<file path="config.mk">
export PLATFORM = sky130hd
export DESIGN_NAME = ram_ctrl_param
export DESIGN_NICKNAME = d
export VERILOG_FILES = /design/src/rtl/ram_pkg.sv /design/src/rtl/ram_clear_seq.sv /design/src/rtl/ram_ctrl_param.sv
export SDC_FILE = /design/constraint.sdc
export NUM_CORES = 1
export LEC_CHECK = 0
export CORE_MARGIN = 3
export CORE_UTILIZATION = 43
export DETAILED_ROUTE_END_ITERATION = 16
export DONT_BUFFER_PORTS = 1
export GPL_ROUTABILITY_DRIVEN = 0
export PLACE_DENSITY = 0.63
export SYNTH_ARGS = -nofsm -noshare
export SYNTH_HDL_FRONTEND = slang
export SYNTH_SLANG_ARGS = --single-unit
export TNS_END_PERCENT = 5
</file>
<file path="constraint.sdc">
create_clock -name clk -period 2.4 [get_ports clk]
set_clock_uncertainty 0.05 [all_clocks]
set_input_delay 0.48 -clock clk [delete_from_list [all_inputs] [get_ports clk]]
set_output_delay 0.48 -clock clk [all_outputs]
set_load 0.02 [all_outputs]
</file>
<file path="src/rtl/ram_pkg.sv">
// Shared types and helpers for the parametrised RAM controller.
// State encoding, write-mode selectors and the parity helper.
package ram_pkg;

   typedef enum logic {
      CLEAR = 1'b0,
      IDLE  = 1'b1
   } state_t;

   localparam int NO_CHANGE   = 0;
   localparam int WRITE_FIRST = 1;

   // Even parity bit: XOR of all data bits, so data plus this bit has even weight.
   function automatic logic even_par(input logic [63:0] data);
      return ^data;
   endfunction

endpackage

</file>
<file path="src/rtl/ram_clear_seq.sv">
// Zero-fill address sequencer: walks ptr from 0 up to DEPTH-1, once per cycle.
// Restarts on reset or start; done marks the cycle that writes the last word.
module ram_clear_seq #(
   parameter int ADDR_W = 5,
   parameter int DEPTH  = 32
) (
   input  logic              clk,
   input  logic              res,
   input  logic              start,
   output logic [ADDR_W-1:0] ptr,
   output logic              busy,
   output logic              done
);

   localparam logic [ADDR_W-1:0] LAST = ADDR_W'(DEPTH - 1);

   always_ff @(posedge clk) begin
      if (!res || start) begin
         ptr  <= '0;
         busy <= 1'b1;
      end else if (busy) begin
         if (ptr == LAST) begin
            busy <= 1'b0;
         end else begin
            ptr <= ptr + 1'b1;
         end
      end
   end

   assign done = busy && (ptr == LAST);

endmodule

</file>
<file path="src/rtl/ram_ctrl_param.sv">
// Parametrised single-port RAM with registered read, zero-fill sequencer and ready flag.
// Optional per-word parity with error injection when RAM_PARITY_EN is defined.
//
// state | meaning
// CLEAR | zero-filling memory via ram_clear_seq; accesses ignored, ready=0
// IDLE  | accepting reads/writes; ready=1
module ram_ctrl_param
   import ram_pkg::*;
#(
   parameter int DATA_W     = 9,
   parameter int ADDR_W     = 5,
   parameter int DEPTH      = 32,
   parameter int WRITE_MODE = NO_CHANGE
) (
   input  logic              clk,
   input  logic              res,
   input  logic              en,
   input  logic              wr,
   input  logic [ADDR_W-1:0] addr,
   input  logic [DATA_W-1:0] din,
   input  logic              clr,
`ifdef RAM_PARITY_EN
   input  logic              err_inj,
`endif
   output logic [DATA_W-1:0] dout,
   output logic              rvalid,
   output logic              ready,
   output logic              oob,
   output logic              par_err
);

`ifdef RAM_PARITY_EN
   localparam int MEM_W = DATA_W + 1;
`else
   localparam int MEM_W = DATA_W;
`endif
   localparam int                IDX_W   = (DEPTH > 1) ? $clog2(DEPTH) : 1;
   localparam logic [ADDR_W:0]   DEPTH_V = (ADDR_W + 1)'(DEPTH);

   state_t              state;
   logic [ADDR_W-1:0]   ptr;
   logic                busy;
   logic                done;
   logic                start;

   logic [MEM_W-1:0]    mem [DEPTH];
   logic [MEM_W-1:0]    rd_word;
   logic [MEM_W-1:0]    acc_wdata;
   logic [MEM_W-1:0]    mem_wdata;
   logic [IDX_W-1:0]    mem_idx;
   logic                mem_we;
   logic                in_range;
   logic                rd_par_err;

   ram_clear_seq #(
      .ADDR_W (ADDR_W),
      .DEPTH  (DEPTH)
   ) u_clear_seq (
      .clk   (clk),
      .res   (res),
      .start (start),
      .ptr   (ptr),
      .busy  (busy),
      .done  (done)
   );

   always_comb begin
      in_range = ({1'b0, addr} < DEPTH_V);
      start    = res && (state == IDLE) && clr;
      rd_word  = mem[addr[IDX_W-1:0]];
`ifdef RAM_PARITY_EN
      acc_wdata  = {even_par(64'(din)) ^ err_inj, din};
      rd_par_err = even_par(64'(rd_word[DATA_W-1:0])) != rd_word[DATA_W];
`else
      acc_wdata  = din;
      rd_par_err = 1'b0;
`endif
      mem_we    = 1'b0;
      mem_idx   = addr[IDX_W-1:0];
      mem_wdata = acc_wdata;
      // All-zero words carry correct even parity, so the fill needs no parity logic.
      if (res && busy) begin
         mem_we    = 1'b1;
         mem_idx   = ptr[IDX_W-1:0];
         mem_wdata = '0;
      end else if (res && (state == IDLE) && !clr && en && wr && in_range) begin
         mem_we = 1'b1;
      end
   end

   always_ff @(posedge clk) begin
      if (mem_we) begin
         mem[mem_idx] <= mem_wdata;
      end
   end

   always_ff @(posedge clk) begin
      rvalid  <= 1'b0;
      oob     <= 1'b0;
      par_err <= 1'b0;
      if (!res) begin
         state <= CLEAR;
         ready <= 1'b0;
         dout  <= '0;
      end else begin
         case (state)
            CLEAR: begin
               if (done) begin
                  state <= IDLE;
                  ready <= 1'b1;
               end
            end
            IDLE: begin
               if (clr) begin
                  state <= CLEAR;
                  ready <= 1'b0;
               end else if (en) begin
                  if (!in_range) begin
                     oob <= 1'b1;
                     if (!wr) begin
                        dout   <= '0;
                        rvalid <= 1'b1;
                     end
                  end else if (wr) begin
                     if (WRITE_MODE == WRITE_FIRST) begin
                        dout   <= din;
                        rvalid <= 1'b1;
                     end
                  end else begin
                     dout    <= rd_word[DATA_W-1:0];
                     rvalid  <= 1'b1;
                     par_err <= rd_par_err;
                  end
               end
            end
            default: begin
               state <= CLEAR;
               ready <= 1'b0;
            end
         endcase
      end
   end

endmodule
</file>
* Yosys cells after proc, flatten, opt, wreduce, memory -nomap -nowiden
Memory sizes are Yosys's and may differ from the RTL's. A register that Yosys moved wholly into a read port is not among the register bits.
Index checks and enable logic that the tools add are counted.
** Operators by class
- Muxes and demuxes :: 15
- Reduce and logical (&&, ||, !) cells :: 15
- Bitwise logic cells :: 6
- Add/sub/neg operators :: 1
- Equal/unequal tests :: 3
** Operator list (count)
- $mux 1 :: 11
- $mux 9 :: 1
- $logic_and 1x1->1 :: 7
- $not 1->1 :: 6
- $add 5x1->5 const B :: 1
- $eq 5x5->1 const B :: 1
- $mux 5 :: 1
- $ne 2x2->1 const B :: 2
- $pmux 1 s2 :: 2
- $reduce_and 2->1 :: 2
- $reduce_and 4->1 :: 1
- $reduce_or 4->1 :: 1
- $logic_not 1->1 :: 3
- $logic_or 1x1->1 :: 1
** Storage, ports and cells
- RAM bits :: 288
- Bits of input ports :: 19
- Register bits :: 9
- Word-level logic and storage cells :: 46
- Output and inout port bits :: 13
- Memories kept :: 1
** Memories
- mem :: words 32, bits a word 9, read ports 1, clocked after memory_dff 1, write ports 1, line ram_ctrl_param.sv:46 : logic [MEM_W-1:0] mem [DEPTH];

* Longest topological paths before layout
Gate-level depths: netlist of run 1.
- Word-level depth :: 8
- Gate-level depth with buffers :: 8
- Mapped depth without buffers :: 7

* Hierarchy
A second synthesis of run 1 with hierarchy kept.
** Second synthesis, totals
- Cells, all modules :: 750
- Area total of the unflattened synthesis :: 12271.8 µm²
** By module, submodules not included
- ram_ctrl_param :: cells each 721, instances 1, area each 11997.8 µm², seq. area each 8888.5 µm²
- ram_clear_seq :: cells each 29, instances 1, area each 274.0 µm², seq. area each 120.1 µm²

* Worst setup path after synthesis of run 1
No wires, ideal clock.
- Path type :: input -> register
- Start point :: in res
- End point :: mem mem[0][0] in the netlist's numbering (enable)
- Required time :: 1976 ps
- Setup time :: 374 ps
- Path buffers :: 1
- Data arrival time :: 1801 ps
- Cell stages on the path :: 5
- Slack :: 175 ps
- Path through :: nand2_1 -> clkbuf_1 -> mux2i_1 -> nand2_1 -> nor2_1
** Between the ends
- Word-level cells in the longest chain between the ends :: 8
- Elaborated cells between the ends (all ways) :: 10
- Classes of those cells :: mux (5); reduce/logical (5)
** RTL lines
- start, declared :: line ram_ctrl_param.sv:16 : input logic res,
- $logic_and 1x1->1 (4 in series) :: line ram_ctrl_param.sv:86 : end else if (res && (state == IDLE) && !clr && en && wr && in_range) begin
- $mux 1 :: line ram_ctrl_param.sv:86
- $mux 1 :: line ram_ctrl_param.sv:82 : if (res && busy) begin
- $mux 1 :: line ram_ctrl_param.sv:92 : if (mem_we) begin
- $mux 1 (implied by the code) :: line ram_ctrl_param.sv:93 : mem[mem_idx] <= mem_wdata;
- end, declared :: line ram_ctrl_param.sv:46
Parallel ways exist; a longest one is shown, timed or not.

* Worst setup path after layout of run 1
- Start point :: reg u_clear_seq.busy
- End point :: mem mem[29][7] in the netlist's numbering (enable)
** Between the ends
- Word-level cells in the longest chain between the ends :: 4
- Elaborated cells between the ends (all ways) :: 5
- Classes of those cells :: mux (4); reduce/logical (1)
** RTL lines
- start, declared :: line ram_clear_seq.sv:11 : output logic busy,
- start signal, assigned :: line ram_clear_seq.sv:20 : busy <= 1'b1;
- start signal, assigned :: line ram_clear_seq.sv:23 : busy <= 1'b0;
- $logic_and 1x1->1 * :: line ram_ctrl_param.sv:82
- $mux 1 :: line ram_ctrl_param.sv:82
- $mux 1 :: line ram_ctrl_param.sv:92
- $mux 1 (implied by the code) :: line ram_ctrl_param.sv:93
Mark *: on every way between the ends. The rest lies on a longest branch, timed or not.

==> impl_metrics.env, run 1 <==
export IMPL_worstPathArrival_ns=2.48
export IMPL_clock_sinks=306
export IMPL_crit_chain="nand2_1, and3b_1, o21ai_1, nor2_1, buf_4"
export IMPL_cp_max_fo=9
export IMPL_leakagePower_nw=4.94
export IMPL_clockRootBuffer="clkbuf_16"
export IMPL_finalCritPeriodShare_pct=92.4
export IMPL_run_status="finished clean"
export IMPL_viasPerCell=5.63
export IMPL_min_period_ns=2.22
export IMPL_design_portCount=32
export IMPL_cp_required_ns=2.66
export IMPL_layout_drive_gt1_share_pct=13.0
export IMPL_dieArea_sq_mm=0.0305
export IMPL_nNetsFinal=812
export IMPL_async_flop_share_pct=0
export IMPL_dpl_cell_count=1134
export IMPL_setup_worst_path_start_class="flip-flop"
export IMPL_grt_usage_pct=17.8
export IMPL_h_tree_depth=1
export IMPL_ant_nets=0
export IMPL_drt_iter0_markers=744
export IMPL_yosys_warnings=0
export IMPL_grt_max_degree=149
export IMPL_yosysUniqueCellTypes=37
export IMPL_cts_inserted_buffers=31
export IMPL_setup_ws_ns=0.183
export IMPL_cpPeakStageDelay_ns=0.78
export IMPL_vias=6733
export IMPL_synth_cells=743
export IMPL_worstSkewPairLatency_ns=0.56
export IMPL_netlist_area_sq_mm=0.0122
export IMPL_cts_tree="built"
export IMPL_grt_overflow=0
export IMPL_die_w_um=175
export IMPL_dp_worst_setup_slack_ns=0.0670
export IMPL_yosysSeqAreaShare_pct=73.8
export IMPL_dp_hpwl_um=16800
export IMPL_setup_viol=0
export IMPL_std_cell_rows=61
export IMPL_clk_pin_slew_worst_paths_ns=0.06
export IMPL_finalPower_mw=11.3
export IMPL_hold_path_class="primary input to flip-flop"
export IMPL_fin_cells=1195
export IMPL_clockBufferDepth=3
export IMPL_crit_slowest_cell="o21ai_1"
export IMPL_synth_edf_count=288
export IMPL_core_area_sq_mm=0.0279
export IMPL_drv_slew=0
export IMPL_dr_pass1_iters=5
export IMPL_wire_per_inst_um=22.7
export IMPL_worst_path_buf_inv=1
export IMPL_cp_end_kind="flip-flop"
export IMPL_peakVddDrop_mv=0.707
export IMPL_maxCapViolations=0
export IMPL_routed_wl_um=27100
export IMPL_fmaxAchievable_mhz=451
export IMPL_cellPowerDensity_mw_per_mm2=806
export IMPL_drc=0
export IMPL_die_y_um=175
export IMPL_max_slew_worst_pin_slew_ns=1.02
export IMPL_ys_ff_latch=306
export IMPL_syn_avg_cell_area_sq_um=16.4
export IMPL_post_cts_buffers=0
export IMPL_rsz0062_at_grt="false"
export IMPL_first_global_vias=6698
export IMPL_initial_core_util_pct=43.8
export IMPL_finalSetupTns_ns=0
export IMPL_area_growth_pct=14.4
export IMPL_worstSetupPathType="flip-flop to flip-flop"
export IMPL_synth_main_ff_cell="edfxtp_1"
export IMPL_final_hold_viol_count=0
export IMPL_slew_limit_headroom_pct=31.8
export IMPL_antenna_found_initial=1
export IMPL_grt_pass1_wl_um=40900
export IMPL_portBuffers=0
export IMPL_crit_family="compound AO/OA/AOI/OAI gates"
export IMPL_ff2ff_setup_slack_ns=0.18
[cell type report]
type                            instances  area, sq um
Clock inverter                         18          230
Multi-Input combinational cell        395         2940
Fill cell                            2278        13900
Antenna cell                            1         2.50
Timing Repair Buffer                   57          508
Clock buffer                           40          810
Sequential cell                       306         9010
Tap cell                              378          473
[where the power goes]
part,total [mW],internal (mW),switching [mW]
Combinational,0.511,0.193,0.318
Clock,4.85,2.92,1.93
Sequential,5.90,5.88,0.0186
Total,11.3,9.00,2.27
[Yosys cell counts, types with 2 or more instances]
| master | count | area (sq um) |
|---|---|---|
| nor2_1 | 42 | 158 |
| mux2i_1 | 147 | 1470 |
| nand3_1 | 2 | 10.0 |
| buf_4 | 7 | 52.6 |
| nand2_1 | 18 | 67.6 |
| nor2b_1 | 5 | 31.3 |
| dfxtp_1 | 18 | 360 |
| buf_2 | 9 | 45.0 |
| nand3b_1 | 2 | 15.0 |
| buf_6 | 8 | 90.1 |
| edfxtp_1 | 288 | 8650 |
| nor3b_1 | 2 | 15.0 |
| nand2b_1 | 4 | 25.0 |
| or2_2 | 2 | 12.5 |
| and2_1 | 11 | 68.8 |
| buf_1 | 2 | 7.51 |
| o21ai_0 | 13 | 65.1 |
| ha_1 | 2 | 25.0 |
| a21oi_1 | 45 | 225 |
| a22oi_1 | 72 | 541 |
| clkbuf_1 | 14 | 52.6 |
| xor2_1 | 2 | 17.5 |
| clkbuf_4 | 2 | 15.0 |
| o21ai_1 | 3 | 15.0 |
| or4_1 | 9 | 67.6 |
| and3b_1 | 3 | 26.3 |
[sequential cells by signal, indices dropped and copies added (netlist names)]
signal            count
dout                  9
ready                 1
mem                 288
state                 1
u_clear_seq.ptr       5
u_clear_seq.busy      1
rvalid                1
[layer usage]
| layer | vias up | part of all wire [%] | GRT usage [%] | wire [um] |
|---|---|---|---|---|
| met5 | - | 0 | 0 | 0 |
| met4 | 0 | 2.9 | 5.72 | 788 |
| met3 | 53 | 7.4 | 3.91 | 2000 |
| met2 | 265 | 46 | 27.6 | 12400 |
| met1 | 3398 | 44 | 25.4 | 11900 |
| li1 | 3017 | - | - | - |
[placed cells by master, fill, tap and decap left out, types with 2 or more instances in the layout]
| master | count |
|---|---|
| mux2i_1 | 147 |
| nor2b_1 | 3 |
| clkbuf_1 | 9 |
| o21ai_0 | 13 |
| dfxtp_1 | 18 |
| a22oi_1 | 72 |
| edfxtp_1 | 288 |
| and2_1 | 11 |
| clkinv_2 | 4 |
| nand2b_1 | 4 |
| or2_2 | 2 |
| conb_1 | 2 |
| nor2b_2 | 2 |
| ha_1 | 2 |
| xor2_1 | 2 |
| nor2_1 | 41 |
| buf_12 | 6 |
| nand3b_1 | 2 |
| bufinv_16 | 5 |
| clkinv_1 | 5 |
| nor3b_1 | 2 |
| buf_4 | 49 |
| a21oi_1 | 45 |
| o21ai_1 | 2 |
| or4_1 | 9 |
| and3b_1 | 3 |
| clkbuf_16 | 31 |
| nand3_1 | 2 |
| nand2_1 | 18 |
| dlygate4sd3_1 | 2 |
[per-stage QoR]
step	hold slack, ns	instance area (sq um)	utilization [%]
2_1_floorplan	0.457	12200	-
3_3_place_gp	0.524	12900	46.3
3_5_place_dp	0.550	12900	46.3
4_1_cts	0.00163	14000	50.1
5_1_grt	0.00685	14000	50.2
6_report	0.0241	14000	50.2
[cell families (layout without fill, tap and decap cells)]
| logic type | count (synthesis) | after routing | synth area share (%) |
|---|---|---|---|
| flip-flops | 306 | 306 | 73.8 |
| multiplexers | 148 | 148 | 12.1 |
| AO/OA/AOI/OAI | 137 | 137 | 7.16 |
| AND/OR/NAND/NOR | 103 | 103 | 4.21 |
| buffers and inverters | 43 | 115 | 2.27 |
| XOR/XNOR | 3 | 3 | 0.215 |
| adder cells (fa/ha/maj) | 2 | 2 | 0.205 |
| other | 1 | 3 | 0.0307 |
[path summary, 6_finish.rpt]
| check | cells after the start | startpoint | end |
|---|---|---|---|
| max | 5 | u_clear_seq.busy$_SDFF_PP1_ | mem[29][7]$_DFFE_PP_ |
| max reg2reg | 5 | u_clear_seq.busy$_SDFF_PP1_ | mem[29][7]$_DFFE_PP_ |
| min | 2 | res | dout[2]$_SDFFE_PN0P_ |
| min reg2reg | 2 | ready$_SDFFE_PN0P_ | ready$_SDFFE_PN0P_ |
[worst register-to-register path, delay by kind of cell, from the launching register on]
kind / cells / cell delay, ns
AO/OA/AOI/OAI: 1 / 0.78
AND/OR/NAND/NOR: 3 / 0.52
flip-flops: 1 / 0.40
buffers and inverters: 1 / 0.22
[what timing repair did]
item,CTS,global route
hold endpoints to repair,3,0
setup endpoints to repair,0,4
gates resized for setup,0,1
hold buffers,2,0
Power figures use the tool's default switching activity.
==> inputs of run 2 (changes only) <==
CORE_MARGIN = not set   (was 3)
==> run 2 against run 1 <==
Effect of this change:
- cell count down 0.67%
- sequential cell count did not move
- final area is 1.7% lower
- critical endpoint is now mem[8][5]$_DFFE_PP_
- largest cell class unchanged
- clock power shrank 11%
- routed wire length grew 1.9%
==> impl_metrics.env, run 2 (synthesis gave the netlist of run 1 again) <==
export IMPL_run_status="finished clean"
export IMPL_diodes=0
export IMPL_portBuffers=0
export IMPL_p_sw_mw=2.21
export IMPL_cp_max_fo=9
export IMPL_die_w_um=171
export IMPL_vias=6599
export IMPL_wire_per_inst_um=23.3
export IMPL_dpl_cell_count=1133
export IMPL_setup_worst_path_start_class="flip-flop"
export IMPL_design_portCount=32
export IMPL_drv_slew=0
export IMPL_final_hold_viol_count=0
export IMPL_dieArea_sq_mm=0.0291
export IMPL_ff2ff_setup_slack_ns=0.22
export IMPL_cts_inserted_buffers=31
export IMPL_clockBufferDepth=3
export IMPL_leakagePower_nw=4.85
export IMPL_crit_slowest_cell="o21ai_1"
export IMPL_die_y_um=171
export IMPL_core_area_sq_mm=0.0279
export IMPL_worstSetupPathType="flip-flop to flip-flop"
export IMPL_drc=0
export IMPL_viasPerCell=5.56
export IMPL_cts_tree="built"
export IMPL_pwr_share_comb_pct=4.6
export IMPL_antenna_found_initial=0
export IMPL_fmaxAchievable_mhz=459
export IMPL_final_cell_mix="288 x edfxtp_1, 147 x mux2i_1, 72 x a22oi_1, 53 x buf_4, 45 x a21oi_1"
export IMPL_dp_hpwl_um=17400
export IMPL_grt_pass1_wl_um=40900
export IMPL_hold_path_class="primary input to flip-flop"
export IMPL_holdPathStages=2
export IMPL_drt_iter0_markers=656
export IMPL_cpPeakStageDelay_ns=0.39
export IMPL_min_period_ns=2.18
export IMPL_grt_usage_pct=19.3
export IMPL_timing_hold_ws_ns=0.0277
export IMPL_peakVddDrop_mv=0.591
export IMPL_timing_rr_start="state$_SDFF_PN0_"
export IMPL_placed_cell_area_sq_mm=0.0128
export IMPL_cellPowerDensity_mw_per_mm2=781
export IMPL_setup_ws_ns=0.222
export IMPL_utilization_pct=49.3
export IMPL_setup_viol=0
export IMPL_largest_reg_flops=288
export IMPL_first_global_vias=6578
export IMPL_cts_hold_buf=1
export IMPL_worstPathArrival_ns=2.38
export IMPL_finalSetupTns_ns=0
export IMPL_fin_cells=1187
export IMPL_biggestRegsByFlops="mem: 288 flops, dout: 9 flops, u_clear_seq.ptr: 5 flops"
export IMPL_clkPwrFrac_pct=40.4
export IMPL_grt_max_degree=149
export IMPL_switching_share_pct=20.6
export IMPL_post_cts_buffers=0
export IMPL_finalCritPeriodShare_pct=90.8
export IMPL_largest_register="mem"
export IMPL_max_slew_worst_pin_slew_ns=1.22
export IMPL_rsz0062_at_grt="false"
export IMPL_crit_top_cell="nor2b_1"
export IMPL_power_share_sequential_pct=55.0
export IMPL_cp_required_ns=2.60
export IMPL_mostFrequentLayoutCell="edfxtp_1"
export IMPL_cts_resized=0
export IMPL_finalInstanceArea_sq_mm=0.0137
export IMPL_std_cell_rows=61
export IMPL_clock_sinks=306
export IMPL_grt_overflow=0
export IMPL_cp_end_kind="flip-flop"
export IMPL_crit_path_end="mem[8][5]$_DFFE_PP_"
export IMPL_ant_nets=0
export IMPL_layout_drive_gt1_share_pct=12.2
export IMPL_final_fill_count=2302
export IMPL_worstSkewPairLatency_ns=0.55
export IMPL_cellInternalPower_mw=8.52
export IMPL_clk_pin_slew_worst_paths_ns=0.06
export IMPL_ff2ff_path_depth=6
export IMPL_area_growth_pct=12.5
export IMPL_clockRootBuffer="clkbuf_16"
export IMPL_maxCapViolations=0
export IMPL_dp_worst_setup_slack_ns=-0.140
export IMPL_critPathLaunch="state$_SDFF_PN0_"
export IMPL_slew_limit_headroom_pct=18.4
export IMPL_rr_endpoint="mem[8][5]$_DFFE_PP_"
export IMPL_finalPower_mw=10.7
export IMPL_dr_pass1_iters=6
export IMPL_initial_core_util_pct=43.8
export IMPL_routed_wl_um=27600
export IMPL_crit_chain="nor2b_1, a31oi_1, nor2b_1, o21ai_1, nor2_1, buf_4"
export IMPL_nNetsFinal=810
export IMPL_h_tree_depth=1
run 2: changes by cell type in the layout (fill, tap and decap cells not counted), sizes merged:
cell / change
diode: -1
bufinv: -4
buf: -1
dlygate4sd3: -1
clkinvlp: -1
clkinv: +1
inv: -1
run 2: layout make-up:
| type | count | area [sq um] | share of cell area (%) |
|---|---|---|---|
| clock inverters | 13 | 83.8 | 0.610 |
| clock buffers | 40 | 810 | 5.89 |
| multi-input cells | 395 | 2940 | 21.4 |
| flip-flops and latches | 306 | 9010 | 65.6 |
| repair buffers | 55 | 428 | 3.11 |
| well taps | 378 | 473 | 3.44 |
run 2: worst min-delay path by stage:
stage / startpoint / to / slack, ns
after floorplan: u_clear_seq.ptr[4]$_SDFFE_PP0P_ / u_clear_seq.ptr[4]$_SDFFE_PP0P_ / 0.46
after global placement: u_clear_seq.ptr[4]$_SDFFE_PP0P_ / u_clear_seq.ptr[4]$_SDFFE_PP0P_ / 0.50
after detailed placement: ready$_SDFFE_PN0P_ / ready$_SDFFE_PN0P_ / 0.54
after CTS: res / dout[4]$_SDFFE_PN0P_ / 0.01
after global routing: res / dout[4]$_SDFFE_PN0P_ / 0.02
final: res / dout[4]$_SDFFE_PN0P_ / 0.03
run 2: worst max-delay path: cells and delay by family (launching register included):
kind                   cells  cell delay (ns)
AND/OR/NAND/NOR            3             0.72
flip-flops                 1             0.35
AO/OA/AOI/OAI              2             0.53
buffers and inverters      1             0.22
run 2: power by group through the flow:
stage          clock, mW  combinational, mW  sequential [mW]
3_5_place_dp           0              0.495             6.01
4_1_cts             4.38              0.499             5.90
6_report            4.33              0.495             5.90
2_1_floorplan          0              0.383             6.01
3_3_place_gp           0              0.484             6.01
5_1_grt             4.58              0.532             5.90
run 2: metal layers:
metal	GRT usage, %	wire length [um]	part of all wire [%]	vias to the layer above
li1	-	-	-	2996
met1	27.2	11800	43	3300
met2	30.8	13000	47	258
met3	3.56	2140	7.7	45
met4	5.52	672	2.4	0
met5	0	0	0	-
